<file path="src/rtl/rsa_pkg.sv">
// Shared definitions for the RSA job controller: FSM state encoding and default widths.
package rsa_pkg;

  localparam int unsigned BaseWidthDef = 4;
  localparam int unsigned ExpoWidthDef = 4;
  localparam int unsigned NWidthDef    = 4;

  typedef enum logic [2:0] {
    StIdle  = 3'd0,
    StStart = 3'd1,
    StGuard = 3'd2,
    StWait  = 3'd3,
    StHold  = 3'd4
  } rsa_state_e;

endpackage

</file>
<file path="src/rtl/rsa_timeout_cntr.sv">
// WAIT-state cycle counter; expired_o flags the cycle on which the limit is reached.
module rsa_timeout_cntr #(
  parameter int unsigned Width = 8
) (
  input  logic             clk,
  input  logic             rst_n,
  input  logic             clr_i,
  input  logic             en_i,
  input  logic [Width-1:0] limit_i,
  output logic             expired_o
);

  logic [Width-1:0] cnt_q, cnt_d;

  // cnt_q counts completed WAIT cycles, so the current cycle is number cnt_q + 1
  assign expired_o = en_i && (({1'b0, cnt_q} + {{Width{1'b0}}, 1'b1}) >= {1'b0, limit_i});

  always_comb begin
    cnt_d = cnt_q;
    if (clr_i) begin
      cnt_d = '0;
    end else if (en_i && !expired_o) begin
      cnt_d = cnt_q + 1'b1;
    end
  end

  always_ff @(posedge clk or negedge rst_n) begin
    if (!rst_n) begin
      cnt_q <= '0;
    end else begin
      cnt_q <= cnt_d;
    end
  end

endmodule

</file>
<file path="src/rtl/rsa_job_ctrl.sv">
// Single-job sequencer around a modular-exponentiation core.
// Optional WAIT timeout is enabled by defining RSA_JOB_TIMEOUT_EN.
module rsa_job_ctrl
  import rsa_pkg::*;
#(
  parameter int unsigned base_width  = BaseWidthDef,
  parameter int unsigned expo_width  = ExpoWidthDef,
  parameter int unsigned N_width     = NWidthDef,
  parameter int unsigned TIMEOUT_CYC = 2**expo_width + 8
) (
  input  logic                  clk,
  input  logic                  rst_n,
  input  logic                  in_valid,
  output logic                  in_ready,
  input  logic [base_width-1:0] in_base,
  input  logic [expo_width-1:0] in_expo,
  input  logic [N_width-1:0]    in_N,
  output logic                  core_start,
  output logic [base_width-1:0] core_base,
  output logic [expo_width-1:0] core_expo,
  output logic [N_width-1:0]    core_N,
  input  logic [N_width-1:0]    core_result,
  input  logic                  core_valid,
  output logic                  out_valid,
  input  logic                  out_ready,
  output logic [N_width-1:0]    out_result,
  output logic                  out_err,
  output logic                  busy
);

  rsa_state_e            state_q, state_d;
  logic                  rdy_q;
  logic [base_width-1:0] base_q;
  logic [expo_width-1:0] expo_q;
  logic [N_width-1:0]    n_q;
  logic [N_width-1:0]    result_q, result_d;
  logic                  err_q, err_d;
  logic                  accept;
  logic                  tmo_expired;

  // rdy_q keeps in_ready low until the first edge after reset release
  assign in_ready   = rdy_q && (state_q == StIdle);
  assign accept     = in_valid && in_ready;
  assign busy       = (state_q != StIdle);
  assign core_start = (state_q == StStart);
  assign out_valid  = (state_q == StHold);
  assign core_base  = base_q;
  assign core_expo  = expo_q;
  assign core_N     = n_q;
  assign out_result = result_q;
  assign out_err    = err_q;

`ifdef RSA_JOB_TIMEOUT_EN
  localparam int unsigned CntW = $clog2(TIMEOUT_CYC + 1);

  rsa_timeout_cntr #(
    .Width(CntW)
  ) u_timeout_cntr (
    .clk      (clk),
    .rst_n    (rst_n),
    .clr_i    (state_q == StGuard),
    .en_i     (state_q == StWait),
    .limit_i  (CntW'(TIMEOUT_CYC)),
    .expired_o(tmo_expired)
  );
`else
  assign tmo_expired = 1'b0;
`endif

  always_comb begin
    state_d  = state_q;
    result_d = result_q;
    err_d    = err_q;
    unique case (state_q)
      StIdle: begin
        if (accept) begin
          if (in_N == '0) begin
            state_d  = StHold;
            result_d = '0;
            err_d    = 1'b1;
          end else begin
            state_d = StStart;
          end
        end
      end
      StStart: state_d = StGuard;
      // core_valid may still be the previous job's done level here
      StGuard: state_d = StWait;
      StWait: begin
        if (core_valid) begin
          state_d  = StHold;
          result_d = core_result;
          err_d    = 1'b0;
        end else if (tmo_expired) begin
          state_d  = StHold;
          result_d = '0;
          err_d    = 1'b1;
        end
      end
      StHold: begin
        if (out_ready) begin
          state_d = StIdle;
        end
      end
      default: state_d = StIdle;
    endcase
  end

  always_ff @(posedge clk or negedge rst_n) begin
    if (!rst_n) begin
      state_q  <= StIdle;
      rdy_q    <= 1'b0;
      base_q   <= '0;
      expo_q   <= '0;
      n_q      <= '0;
      result_q <= '0;
      err_q    <= 1'b0;
    end else begin
      state_q  <= state_d;
      rdy_q    <= 1'b1;
      result_q <= result_d;
      err_q    <= err_d;
      if (accept) begin
        base_q <= in_base;
        expo_q <= in_expo;
        n_q    <= in_N;
      end
    end
  end

endmodule

</file>
<file path="config.mk">
export PLATFORM = sky130hd
export DESIGN_NAME = rsa_job_ctrl
export DESIGN_NICKNAME = d
export VERILOG_FILES = /design/src/rtl/rsa_pkg.sv /design/src/rtl/rsa_timeout_cntr.sv /design/src/rtl/rsa_job_ctrl.sv
export SDC_FILE = /design/constraint.sdc
export NUM_CORES = 1
export LEC_CHECK = 0
export ABC_CLOCK_PERIOD_IN_PS = 2300
export BUFFER_PORTS_ARGS = -buffer_cell sky130_fd_sc_hd__buf_2
export CORE_UTILIZATION = 45
export CTS_CLUSTER_DIAMETER = 200
export DETAILED_ROUTE_END_ITERATION = 10
export GPL_TIMING_DRIVEN = 0
export PLACE_DENSITY = 0.86
export SLEW_MARGIN = 20
export SYNTH_ARGS = -nofsm -noshare
export SYNTH_HDL_FRONTEND = slang
export SYNTH_SLANG_ARGS = --single-unit
</file>
<file path="constraint.sdc">
create_clock -name clk -period 2.3 [get_ports clk]
set_clock_uncertainty 0.15 [all_clocks]
set_input_delay 0.345 -clock clk [delete_from_list [all_inputs] [get_ports clk]]
set_output_delay 0.345 -clock clk [all_outputs]
set_load 0.05 [all_outputs]
</file>
==> flow_summary.ini <==
[clock_tree]
clock_latency_ns = 0.29
cts_root_buf = clkbuf_4
clockBufferDepth = 2
clock-sinks = 21
htreeDepth = 1
post_cts_buffers = 0
tritoncts = done
cts_buffers = 3
path_clk_slew_ns = 0.10
cts-resized-gates = 0

[route]
drtIter0Drc = 7
via_count = 791
ant_nets = 0
drt_pass1_iterations = 4
post-route-drc-count = 0
viasPerCell = 5.17
wl_per_cell_um = 12.3
routed_wl_um = 1880

[floorplan]
fp.dieH_um = 48.2
fp-row-count = 16
die_w_um = 48.2
core-area_um2 = 1980
die-area_um2 = 2320
io_pins = 42
start_util_pct = 48.4

[final_layout]
nFillCells = 173
antenna_cells = 0
final_cell_mix = 42 x buf_2, 21 x dfrtp_1, 12 x mux2_2
seqCellArea_um2 = 526
multi_input_area_um2 = 365
final_area_um2 = 1230
final_util_pct = 62.3
layout-drive-gt1-share_pct = 50.0
layout_commonest_cell = buf_2
area_growth_pct = 28.7
nNetsFinal = 148

[critical_path]
endpoint = in_ready
cp_max_fo = 9
cp.arrival_ns = 1.65
crit_path_start = state_q[2]
crit_required_ns = 1.80
worstSetupStartpointType = register
reg2reg_from = state_q[2]
r2r-end = core_expo[1]
r2r_cells = 5
crit_family = simple AND/OR/NAND/NOR gates
worst-path-stages = 4
ff2ff_setup_slack_ns = 0.37
path_class = reg2out
path_buf_inv = 2
max_stage_delay_ns = 0.47
cp_cell_sequence = or3_1 > buf_6 > nor2_1 > buf_2
critPathCaptureType = output port
slowest_stage = dfrtp_1

[synthesis]
yosys_warnings = 0
synth_area_per_cell_um2 = 12.0
yosysSeqAreaShare_pct = 54.8
ys_seq_elements = 21
synth.top_cell.area_share_pct = 54.8
ys_types = 27
syn_nets = 101
synth_largest_area_cell = dfrtp_1
syn_inst = 80
netlist_area_um2 = 960
synth.area.top_cells = dfrtp_1 55%, mux2_2 14%, o211ai_1 6.3%

[global_route]
track_usage_pct = 18.7
overflow = 0
grt_pass1_wl_um = 3000
grt_max_degree = 22
first_global_vias = 737
antenna_found_initial = 0

[timing]
period_share_pct = 93.4
worst_slack_ns = 0.152
finalCriticalPeriod_ns = 2.15
finalSetupViolCount = 0
slew_violations = 0
setup-tns-final_ns = 0
grt_setup_unrepaired = no
fmax_mhz = 466
hold_violations = 0

[placed_design]
io_buffers = 41
place_congestion = 0.787
place_area_um2 = 1200
post-place-ws_ns = 0.377
hpwl_um = 1460

[min_path]
holdCritPathClass = in2reg

[status]
status = finished, final reports clean

[flow_run]
cap_violations = 0
-- synthesized netlist by cell type --
| master | number |
|---|---|
| o211ai_1 | 8 |
| a31oi_1 | 1 |
| conb_1 | 1 |
| mux2_2 | 12 |
| and3_2 | 1 |
| clkbuf_1 | 1 |
| nand3b_1 | 2 |
| buf_6 | 3 |
| o21ai_0 | 1 |
| nand2_1 | 5 |
| and2_1 | 1 |
| a21o_1 | 1 |
| and4b_1 | 1 |
| o32ai_1 | 1 |
| buf_2 | 1 |
| a211o_2 | 1 |
| or3_1 | 2 |
| or4_1 | 1 |
| nor3_1 | 1 |
| nor2_1 | 2 |
| nor2_4 | 1 |
| a22o_1 | 1 |
| nor3b_1 | 1 |
| dfrtp_1 | 21 |
| inv_1 | 7 |
| a21oi_1 | 1 |
| nand2b_1 | 1 |
-- area by class of cell --
| class | instances | share of cell area (%) |
|---|---|---|
| tap | 27 | 2.74 |
| multi-input combinational | 47 | 29.6 |
| clock buffer | 4 | 2.13 |
| sequential | 21 | 42.6 |
| inverter | 7 | 2.13 |
| buffer | 5 | 3.44 |
| timing repair buffer | 42 | 17.4 |
-- worst reg2reg max path, stage by stage (launching register included) --
cell,delay (ns)
dfrtp_1,0.47
or3_1,0.41
buf_6,0.15
nor2_4,0.14
buf_6,0.17
mux2_2,0.35
-- cell families (layout without fill, tap and decap cells) --
logic type	after synthesis	after routing	synth area share, %
other cells	1	1	0.391
mux	12	12	14.1
buf+inv	12	58	7.17
compound gates	15	15	11.6
flops	21	21	54.8
simple gates	19	19	12.0
-- routing by layer --
layer	up-vias	track usage, %	wire [um]
li1	372	-	-
met1	377	23.9	818
met2	42	31.7	940
met3	0	3.33	121
met4	0	6.67	0
met5	-	0	0
-- state kept, by name, summed over array words and instances, names as in the netlist --
register,count
core_N,4
core_base,4
core_expo,4
out_result,4
state_q,3
out_err,1
rdy_q,1
-- worst min path at each step --
| stage | start | endpoint | depth (start not counted) |
|---|---|---|---|
| global route | in_base[0] | core_base[0] | 2 |
| floorplan | rst_n | core_N[0] | 0 |
| global placement | rst_n | out_result[1] | 1 |
| detailed placement | rst_n | out_result[1] | 1 |
| CTS | core_valid | state_q[0] | 2 |
| finish | core_valid | state_q[0] | 2 |
-- timing repair --
| item | 4_1_cts | 5_1_grt |
|---|---|---|
| hold buffers | 1 | 0 |
| endpoints found under the setup margin | 0 | 0 |
| hold endpoints to repair | 21 | 0 |
-- through the flow --
stage                     cells  hold slack (ns)
final                       153            0.125
after global placement      148            0.167
after detailed placement    148            0.173
after CTS                   153            0.112
after floorplan              80           -0.101
after global routing        153            0.109
Power is left out: the tool's default activity adds up to more than one toggle a clock period on the data nets, which glitch-free logic cannot reach.
